`config.mk`:
```
export PLATFORM = sky130hd
export DESIGN_NAME = mem_bus_arbiter
export DESIGN_NICKNAME = d
export VERILOG_FILES = /design/src/rtl/mem_bus_arbiter.sv
export SDC_FILE = /design/constraint.sdc
export NUM_CORES = 1
export LEC_CHECK = 0
export BUFFER_PORTS_ARGS = -buffer_cell sky130_fd_sc_hd__buf_2
export CELL_PAD_IN_SITES_DETAIL_PLACEMENT = 2
export CELL_PAD_IN_SITES_GLOBAL_PLACEMENT = 2
export CORE_MARGIN = 5
export CORE_UTILIZATION = 29
export CTS_BUF_LIST = sky130_fd_sc_hd__clkbuf_2
export CTS_CLUSTER_SIZE = 8
export DETAILED_ROUTE_END_ITERATION = 10
export GPL_ROUTABILITY_DRIVEN = 0
export HOLD_SLACK_MARGIN = 0.08
export PLACE_DENSITY_LB_ADDON = 0.1
export SYNTH_ARGS = -nofsm -noshare
export SYNTH_HDL_FRONTEND = slang
export SYNTH_SLANG_ARGS = --single-unit
export TNS_END_PERCENT = 5
```
`constraint.sdc`:
```
create_clock -name clk -period 7.53 [get_ports clk]
set_input_delay 2.259 -clock clk [delete_from_list [all_inputs] [get_ports clk]]
set_output_delay 2.259 -clock clk [all_outputs]
set_load 0.02 [all_outputs]
```
`src/rtl/mem_bus_arbiter.sv`:
```
// ============================================================================
// mem_bus_arbiter
//
// Purpose:
//   Shares one memory/peripheral port between an instruction-fetch requester
//   (I port, read-only) and a data requester (D port, loads and stores).
//   One transaction is in flight at a time. Each transaction walks through
//   IDLE -> ACCESS -> WAIT (MEM_LAT cycles) -> RESP -> IDLE. When both ports
//   ask at once, the port that did not win last time is served, so that
//   continuous contention alternates I, D, I, D.
//
// Parameters:
//   MEM_LAT   memory read latency in clock cycles (1..4)
//
// Ports:
//   clk       system clock, all state changes on the rising edge
//   rst       asynchronous, active-high reset
//   iReq      fetch request, held with stable iAddr until iAck
//   iAddr     fetch address
//   iAck      one-cycle pulse, iRdata valid
//   iRdata    fetched word, held until the next fetch completes
//   dReq      data request, held with stable dWe/dAddr/dWdata until dAck
//   dWe       1 = store, 0 = load
//   dAddr     data address
//   dWdata    store data
//   dAck      one-cycle pulse, access complete (dRdata valid for loads)
//   dRdata    loaded word, held until the next load completes
//   memAddr   address to the memory subsystem
//   memDin    write data to the memory subsystem
//   memWe     write enable, high for exactly the ACCESS cycle of a store
//   memDout   read data, valid MEM_LAT cycles after the address is presented
//   busy      high whenever the arbiter is not IDLE
// ============================================================================
module mem_bus_arbiter #(
    parameter int MEM_LAT = 1
) (
    input  logic        clk,
    input  logic        rst,

    input  logic        iReq,
    input  logic [31:0] iAddr,
    output logic        iAck,
    output logic [31:0] iRdata,

    input  logic        dReq,
    input  logic        dWe,
    input  logic [31:0] dAddr,
    input  logic [31:0] dWdata,
    output logic        dAck,
    output logic [31:0] dRdata,

    output logic [31:0] memAddr,
    output logic [31:0] memDin,
    output logic        memWe,
    input  logic [31:0] memDout,

    output logic        busy
);

    typedef enum logic [1:0] {
        IDLE   = 2'd0,
        ACCESS = 2'd1,
        WAIT   = 2'd2,
        RESP   = 2'd3
    } state_t;

    // Terminal value of the WAIT counter; MEM_LAT of 1..4 fits in two bits.
    localparam logic [1:0] LAST_WAIT = 2'(MEM_LAT - 1);

    state_t     state;
    logic [1:0] wait_cnt;
    logic       last_grant;   // 0 = I port won last, 1 = D port won last
    logic       grant_d;      // current transaction belongs to the D port
    logic       grant_we;     // current transaction is a store
    logic       pick_d;       // arbitration result for this IDLE cycle

    // Arbitration: a lone requester always wins; under contention the port
    // that did not win the previous grant goes first.
    always_comb begin
        pick_d = 1'b0;
        if (iReq && dReq) begin
            pick_d = ~last_grant;
        end else if (dReq) begin
            pick_d = 1'b1;
        end
    end

    // Main transaction FSM. Every output is a register so the memory side
    // and both requesters see glitch-free, edge-aligned signals. Requests are
    // only looked at in IDLE, so changes during a transaction are ignored and
    // a grant always runs to completion unless reset intervenes.
    always_ff @(posedge clk or posedge rst) begin
        if (rst) begin
            state      <= IDLE;
            wait_cnt   <= 2'd0;
            last_grant <= 1'b0;
            grant_d    <= 1'b0;
            grant_we   <= 1'b0;
            iAck       <= 1'b0;
            dAck       <= 1'b0;
            iRdata     <= '0;
            dRdata     <= '0;
            memAddr    <= '0;
            memDin     <= '0;
            memWe      <= 1'b0;
            busy       <= 1'b0;
        end else begin
            case (state)
                IDLE: begin
                    if (iReq || dReq) begin
                        state      <= ACCESS;
                        busy       <= 1'b1;
                        last_grant <= pick_d;
                        grant_d    <= pick_d;
                        if (pick_d) begin
                            memAddr  <= dAddr;
                            memDin   <= dWdata;
                            memWe    <= dWe;
                            grant_we <= dWe;
                        end else begin
                            // Fetches never write, so no data goes to memory.
                            memAddr  <= iAddr;
                            memDin   <= '0;
                            memWe    <= 1'b0;
                            grant_we <= 1'b0;
                        end
                    end
                end

                ACCESS: begin
                    // The store strobe covers only the ACCESS cycle.
                    memWe    <= 1'b0;
                    wait_cnt <= 2'd0;
                    state    <= WAIT;
                end

                WAIT: begin
                    if (wait_cnt == LAST_WAIT) begin
                        wait_cnt <= 2'd0;
                        state    <= RESP;
                        // memDout is valid in the last WAIT cycle; stores
                        // leave the read-data registers untouched.
                        if (!grant_we) begin
                            if (grant_d) begin
                                dRdata <= memDout;
                            end else begin
                                iRdata <= memDout;
                            end
                        end
                        if (grant_d) begin
                            dAck <= 1'b1;
                        end else begin
                            iAck <= 1'b1;
                        end
                    end else begin
                        wait_cnt <= wait_cnt + 2'd1;
                    end
                end

                RESP: begin
                    iAck  <= 1'b0;
                    dAck  <= 1'b0;
                    busy  <= 1'b0;
                    state <= IDLE;
                end

                default: begin
                    state <= IDLE;
                end
            endcase
        end
    end

endmodule

```
# Word level (Yosys, flattened, before mapping)
# Cells that the tools add are included.
dict set report totals {
  elab_cells 58
  register_bits 138
}
dict set report op_classes {
  bitwise 2
  add_sub_neg 1
  n_reduce_logical 16
  eq_ne 7
  mux 20
}
# cell count
set ops {}
lappend ops {{two-way mux 32 bit} 2}
lappend ops {{two-way mux 1 bit} 9}
lappend ops {{!= test 2 bit, second input constant} 4}
lappend ops {{one-hot mux 1 bit (2 select lines)} 4}
lappend ops {{one-hot mux 2 bit (4 select lines)} 1}
lappend ops {{AND reduction 2 bit} 4}
lappend ops {{AND reduction 4 bit} 2}
lappend ops {{nonzero test 2 bit} 4}
lappend ops {{two-way mux 2 bit} 3}
lappend ops {{AND reduction 3 bit} 2}
lappend ops {{equality test 2 bit, second input constant} 2}
lappend ops {{zero test 2 bit} 2}
lappend ops {{one-hot mux 2 bit (2 select lines)} 1}
lappend ops {{adder 2 x 1 -> 2 bit, second input constant} 1}
lappend ops {{equality test 2 x 1 -> 1 bit, second input constant} 1}
lappend ops {{inverter 1 bit} 2}
lappend ops {{logical AND 1 bit} 1}
lappend ops {{logical OR 1 bit} 1}

# Logic depth before layout (Yosys ltp)
# Gate-level depths: netlist of run 1.
dict set report logic_depth {
  word_depth 5
  ltp_mapped 7
}

# Least setup slack after synthesis of run 1
# OpenSTA, ideal clock, no wires.
dict set report synth_timing {
  path_kind {in2reg}
  start {input port dReq}
  end {register grant_we}
  cell_stages 5
  setup_slack_ns 4.427
  setup_ns 0.121
  arrival_time_ns 2.982
  path_cell_list {a21boi_4 > and2_1 > buf_4 > buf_6 > a22o_1}
}
dict set report synth_between {
  elab_chain_cells 3
  word_cells_on_any_way 6
  classes_between {mux (3); reduce/logical (3)}
}
# item line
set synth_lines {}
lappend synth_lines {{start: declaration} 45} ;# input logic dReq,
lappend synth_lines {{two-way mux 1 bit or logical AND 1 bit (tied branches)} {83, 81}}
lappend synth_lines {{two-way mux 1 bit} 81} ;# if (iReq && dReq) begin
lappend synth_lines {{two-way mux 1 bit} 115} ;# if (pick_d) begin
lappend synth_lines {{end signal: assignment} 119} ;# grant_we <= dWe;
lappend synth_lines {{end: declaration} 74} ;# logic grant_we;
# Several ways; a longest one is shown, not always the timed one.
# A chain may end at the register's enable or synchronous reset.

# Final worst setup path of run 1
dict set report layout_timing {
  start {input port dReq}
  end {register memDin[16]}
}
dict set report layout_between {
  elab_chain_cells 3
  word_cells_on_any_way 6
  classes_between {mux (3); reduce/logical (3)}
}
# item line
set layout_lines {}
lappend layout_lines {{two-way mux 1 bit or logical AND 1 bit (tied branches)} {83, 81}}
lappend layout_lines {{two-way mux 1 bit} 81}
lappend layout_lines {{two-way mux 32 bit} 115}
lappend layout_lines {{end signal: assignment} 117} ;# memDin <= dWdata;
lappend layout_lines {{end: declaration} 53} ;# output logic [31:0] memDin,
# Several ways; a longest one is shown, not always the timed one.

==> results of run 1 <==
-- power by group through the flow --
stage                     combinational (µW)  sequential (µW)  clock, µW
after floorplan                          666             1690          0
after global placement                  1610             1290          0
after detailed placement                1660             1310          0
after CTS                               1660             1290        447
after global routing                    1760             1330        485
final                                   1620             1280        423
-- final timing paths --
check	slack (ps)	start	to	depth (start not counted)
worst min-delay path	520	iRdata[15]	iRdata[15]	1
min in group asynchronous	1650	rst	dRdata[16]	2
worst max-delay path	3570	dReq	memDin[16]	4
max in group asynchronous	4490	rst	wait_cnt[0]	3
worst max register to register	4730	grant_d	memDin[16]	3
worst min register to register	520	iRdata[15]	iRdata[15]	1
-- logic make-up (layout without fill, tap and decap cells) --
group,Yosys count,in the layout
AOI/OAI and AO/OA,111,111
adders and majority gates,9,9
muxes,69,69
DFF,138,138
buffers and inverters,36,308
other,0,1
and+or+nand+nor,76,76
-- synthesized netlist by cell type (4+ instances only) --
library cell,n
dfrtp_1,138
a21oi_1,67
mux2_2,63
nor2_1,35
nand2_1,34
a22o_1,33
buf_2,11
ha_1,9
inv_1,9
buf_4,5
clkbuf_1,5
mux2i_1,4
-- flip-flops by register name, indices dropped and copies added, names as in the netlist, 2 cells and up --
name and flops:
dRdata 32, wait_cnt 2, memDin 32, state 2
iRdata 32, memAddr 32
-- per-layer routing --
| layer | part of all wire [%] | wire (µm) | vias up |
|---|---|---|---|
| met5 | 0.37 | 67 | - |
| met4 | 0.60 | 109 | 10 |
| met3 | 8.4 | 1520 | 15 |
| met2 | 51 | 9290 | 149 |
| met1 | 40 | 7200 | 2265 |
| li1 | - | - | 2049 |
-- critical path, stage by stage --
cell and delay, ps:
buf_2 150, a21boi_4 790, and2_1 1080, a22o_1 260
-- layout make-up --
class,count,share of cell area [%]
tap,234,4.02
sequential,138,47.4
timing repair buffer,269,18.7
inverter,9,0.533
clock buffer,17,1.17
clock inverter,13,1.79
multi-input combinational,265,26.4
antenna,1,0.0344
-- through the flow --
| step | std cells | worst slack [ps] | hold slack (ps) | utilization, % | area [µm²] |
|---|---|---|---|---|---|
| 6_report | 946 | 3570 | 523 | 38.8 | 7280 |
| 3_3_place_gp | 915 | 2940 | 467 | 37.6 | 7070 |
| 4_1_cts | 945 | 3680 | 526 | 38.8 | 7280 |
| 5_1_grt | 946 | 3540 | 544 | 38.8 | 7280 |
| 3_5_place_dp | 915 | 2880 | 472 | 37.6 | 7070 |
| 2_1_floorplan | 439 | 1570 | 523 | - | 5550 |
==> out/results.tsv, run 1 <==
stage	metric	value	unit
run_status	status	finished, final reports clean	
logic_synthesis	synth_top_family_by_area	multiplexers	
logic_synthesis	synth_area	5550	µm²
worst_hold_path	hold_path.class	reg -> reg	
grt	grt_start_max_net_pins	72	
final_layout	multi_input_area	1920	µm²
logic_synthesis	synthSimpleGateAreaFrac	5.72	%
grt	track_usage	16.4	%
timing	drv_slew	0	
setup_path	critical_path.startpoint_type	input port	
timing	fin_crit_sh	52.6	%
grt	grt_util_met1	19.0	%
logic_synthesis	ys_ff_latch	138	
logic_synthesis	yosysUniqueCellTypes	29	
logic_synthesis	synth_flop_cell	dfrtp_1	
grt	busiest_layer	met2	
power	p_per_area	457	nW/µm²
setup_path	arrival	4560	ps
floorplanning	die_w	148	µm
power	power.leakage	0.00365	µW
detailed_routing	drtIter0Drc	99	
final_layout	drive_gt1_share	51.5	%
clock_tree	root_buffer	clkbuf_2	
logic_synthesis	synth_edf_count	0	
clock_tree	clkSinkCount	138	
timing	fin_setup_tns	0	ps
clock_tree	ctsResizeCount	0	
logic_synthesis	ys_top_cells_by_area	dfrtp_1 (62%), mux2_2 (13%), a21oi_1 (6.0%), a22o_1 (5.2%), nor2_1 (2.4%)	
floorplanning	die-height	148	µm
timing	relSlewSlack	16.3	%
detailed_routing	totalWireLength	18200	µm
logic_synthesis	async_flop_share	100	%
power	combPwrFrac	48.7	%
timing	fmax	253	MHz
power	p_int	1860	µW
logic_synthesis	synthMuxAreaShare	13.9	%
clock_tree	clk_pin_slew_worst_paths	220	ps
placed_design	portBuffers	264	
setup_path	cp-end-kind	flip-flop	
timing	hold_viol	0	
timing	rsz0062_at_grt	false	
grt	overflow	0	
timing	finClkSkew	38.6	ps
logic_synthesis	synthCells	439	
final_layout	area.growth.synth_to_final	31.1	%
logic_synthesis	synth_fa_ha_area_share	2.03	%
detailed_routing	vias_per_cell	4.74	
grt	grt_pass1_wl	28400	µm
setup_path	path_max_fanout	34	
power	p_switching	1460	µW
power	netSwitchingFraction	44.0	%
logic_synthesis	synth_top_area_share	62.2	%
final_layout	mostFrequentLayoutCell	buf_2	
final_layout	fillCellCount	2025	
detailed_routing	via_count	4488	
clock_tree	cts_inserted_buffers	17	
setup_path	worst_ep_required_time	8130	ps
final_layout	mostFrequentLayoutCells	buf_2 (264), dfrtp_1 (138), a21oi_1 (67)	
clock_tree	clk_latency	680	ps
logic_synthesis	synth_area_per_cell	12.7	µm²
floorplanning	num_rows	50	
timing	worst_pin_slew	1260	ps
grt	grt_pass1_vias	5114	
power	vdd_ir_drop_max	0.146	mV
logic_synthesis	synth_warnings	0	
clock_tree	ctsHtreeMaxLevel	4	
floorplanning	core_area	18800	µm²
logic_synthesis	seq_area_frac_synth	62.2	%
clock_tree	ctsHoldBuffers	0	
logic_synthesis	synth_compound_area_share	12.8	%
clock_tree	cts_tree	yes	
final_layout	regArea	3450	µm²
final_layout	fin_nets	842	
power	pwr-share-seq	38.6	%
detailed_routing	drtPass1Iterations	4	
detailed_routing	wl_per_cell	19.2	µm
detailed_routing	ant_nets	0	
timing	setup_viol	0	
detailed_routing	drcViolationCount	0	
logic_synthesis	syn-num-nets	581	
grt	grt_use_met3	7.50	%
floorplanning	initial_utilization	29.6	%
floorplanning	die-area	22000	µm²
grt	grt_use_met2	28.0	%
clock_tree	post_cts_buffers	0	
floorplanning	io_pins	265	
timing	min_period	3960	ps
logic_synthesis	synth_top_area_cell	dfrtp_1	
grt	antenna_found_initial	6	
power	clkPwrFrac	12.7	%
power	power	3330	µW
placed_design	hpwl	13600	µm
flow_run	maxCapViolCount	0	
setup_path	path_class	in -> reg	
clock_tree	cts_buffer_depth	2	
logic_synthesis	synth-xor-area-share	0	%
Note: power is estimated with default switching activity, not from simulation.
==> inputs of run 2 (changes only) <==
- ABC_AREA: unset -> 1
- CORE_UTILIZATION: 29 -> 27
- clock period: 7.53 -> 4.1 ns (I/O delays scaled with it)
==> run 2 against run 1 <==
  * Cell area increased by 7.2%
  * Sequential share of layout area decreased by 3.2 points
  * Sequential power increased by 87%
  * First-iteration DRC count increased by 110%
  * Register-to-register slack got worse by 2900 ps
  * Combinational power increased by 91%
  * Non-clock buffer count decreased by 1
  * Total power increased by 91%
  * Routed wire length increased by 16%
  * Largest cell class unchanged
  * Largest power group unchanged
==> out/results.tsv, run 2 <==
stage	metric	value	unit
timing	fin_crit_sh	61.7	%
detailed_routing	vias_per_cell	4.53	
setup_path	worst_ep_required_time	2870	ps
setup_path	path_cells	buf_2	
worst_hold_path	hold_path.class	reg -> reg	
setup_path	path_class	reg -> out	
clock_tree	ctsHoldBuffers	0	
logic_synthesis	synth_area_per_cell	8.71	µm²
setup_path	crit_path_top_delay_cell	dfrtp_1	
final_layout	final_cell_count_no_fill	1240	
power	power.leakage	0.00454	µW
setup_path	critical_path.startpoint_type	flip-flop	
timing	setup_viol	0	
timing	finClkSkew	47.0	ps
floorplanning	die-height	160	µm
logic_synthesis	synth_warnings	0	
timing	rsz0062_at_grt	false	
floorplanning	num_rows	54	
setup_path	worstPathBufferInverterCount	1	
timing	fmax	395	MHz
setup_path	arrival	1300	ps
timing	fin_setup_tns	0	ps
setup_path	slowest_delay	440	ps
grt	overflow	0	
grt	track_usage	16.6	%
power	p_per_area	816	nW/µm²
grt	antenna_found_initial	5	
final_layout	drive_gt1_share	32.4	%
logic_synthesis	seq_area_frac_synth	57.1	%
detailed_routing	drcViolationCount	0	
final_layout	regArea	3450	µm²
grt	grt_start_max_net_pins	139	
logic_synthesis	syn-num-nets	836	
logic_synthesis	synth_flop_cell	dfrtp_1	
final_layout	area.growth.synth_to_final	29.2	%
timing	drv_slew	0	
detailed_routing	via_count	5615	
clock_tree	post_cts_buffers	0	
final_layout	mostFrequentLayoutCells	nand2_1 (282), buf_2 (264), dfrtp_1 (138)	
logic_synthesis	ys_top_cells_by_area	dfrtp_1 (57%), nand2_1 (18%), inv_1 (4.7%), nand3b_1 (4.0%), o21ai_0 (3.6%)	
timing	hold_viol	0	
logic_synthesis	synth_edf_count	0	
logic_synthesis	ys_ff_latch	138	
logic_synthesis	synth.top_cells.by_count	nand2_1 (282), dfrtp_1 (138), inv_1 (75)	
floorplanning	initial_utilization	27.5	%
timing	min_period	2530	ps
placed_design	placed_cells	1207	
timing	relSlewSlack	46.6	%
clock_tree	cts_tree	yes	
logic_synthesis	synth_area	6040	µm²
logic_synthesis	yosysUniqueCellTypes	23	
detailed_routing	totalWireLength	21100	µm
clock_tree	clk_latency	690	ps
final_layout	fin_util	35.6	%
setup_path	cp-end-kind	output port	
timing	worst_pin_slew	799	ps
grt	grt_pass1_wl	34400	µm
final_layout	multi_input_area	2070	µm²
logic_synthesis	synth_top_area_cell	dfrtp_1	
final_layout	fillCellCount	2596	
placed_design	portBuffers	264	
clock_tree	clk_pin_slew_worst_paths	230	ps
clock_tree	root_buffer	clkbuf_2	
floorplanning	io_pins	265	
logic_synthesis	synthCells	694	
power	vdd_ir_drop_max	0.291	mV
placed_design	hpwl	15500	µm
clock_tree	ctsHtreeMaxLevel	4	
clock_tree	ctsResizeCount	0	
final_layout	mostFrequentLayoutCell	nand2_1	
detailed_routing	wl_per_cell	17.0	µm
detailed_routing	drtIter0Drc	210	
floorplanning	die-area	25500	µm²
clock_tree	clkSinkCount	138	
detailed_routing	drtPass1Iterations	4	
logic_synthesis	synth_top_area_share	57.1	%
floorplanning	core_area	22000	µm²
logic_synthesis	async_flop_share	100	%
setup_path	path_max_fanout	2	
detailed_routing	ant_nets	0	
run_status	status	finished, final reports clean	
flow_run	maxCapViolCount	0	
clock_tree	cts_buffer_depth	2	
logic_synthesis	synth.most_common_cell	nand2_1	
clock_tree	cts_inserted_buffers	17	
floorplanning	die_w	160	µm
setup_path	cp_top_family	flip-flops	
final_layout	fin_nets	1088	
grt	grt_pass1_vias	6367	
-- run 2: cell count changes in the layout (fill, tap and decap cells not counted), moves of 33 or more --
cell	change
a22o_1	-33
o21ai_0	+41
nand2_1	+248
nor2_1	-33
nand3_1	+38
inv_1	+66
a21oi_1	-67
mux2_2	-63
-- run 2: final timing paths --
| check | from | endpoint | slack (ps) | cells after the start |
|---|---|---|---|---|
| max | iRdata[26] | iRdata[26] | 1570 | 1 |
| min | memAddr[30] | memAddr[30] | 500 | 2 |
| max reg2reg | grant_d | memDin[26] | 1860 | 5 |
| min reg2reg | memAddr[30] | memAddr[30] | 500 | 2 |
| max in group asynchronous | rst | memAddr[30] | 2810 | 3 |
| min in group asynchronous | rst | memDin[15] | 760 | 3 |
-- run 2: cells by family (layout without fill, tap and decap cells) --
logic type	count (synthesis)	count (layout)	synth area share [%]
AOI/OAI and AO/OA	69	69	5.90
adders and majority gates	9	9	1.86
buffers and inverters	112	377	8.59
DFF	138	138	57.1
other	0	1	0
and+or+nand+nor	366	366	26.5
-- run 2: layer usage --
metal  global-route usage [%]  share of wire (%)
met1                     18.5                 39
met2                     29.5                 52
met3                     7.42                8.3
met4                     3.43               0.90
met5                        0               0.35
-- run 2: layout make-up --
cell class | count | area share, %
Sequential cell | 138 | 44.2
Multi-Input combinational cell | 444 | 26.5
Timing Repair Buffer | 268 | 17.6
Tap cell | 280 | 4.49
Inverter | 77 | 3.75
Clock inverter | 14 | 2.18
Clock buffer | 18 | 1.15
Antenna cell | 1 | 0.0321
-- run 2: power by group --
| group | total, µW | switching, µW | internal (µW) |
|---|---|---|---|
| logic | 3090 | 2130 | 963 |
| clock network | 879 | 534 | 345 |
| registers | 2400 | 382 | 2020 |
-- run 2: per-stage QoR --
step	setup slack [ps]	hold slack [ps]	power, µW	cell area [µm²]
after CTS	1440	505	6530	7800
final	1570	499	6370	7810
after global routing	1390	536	6920	7810
after detailed placement	913	464	5620	7540
after floorplan	1150	453	4380	6050
after global placement	1040	454	5430	7540
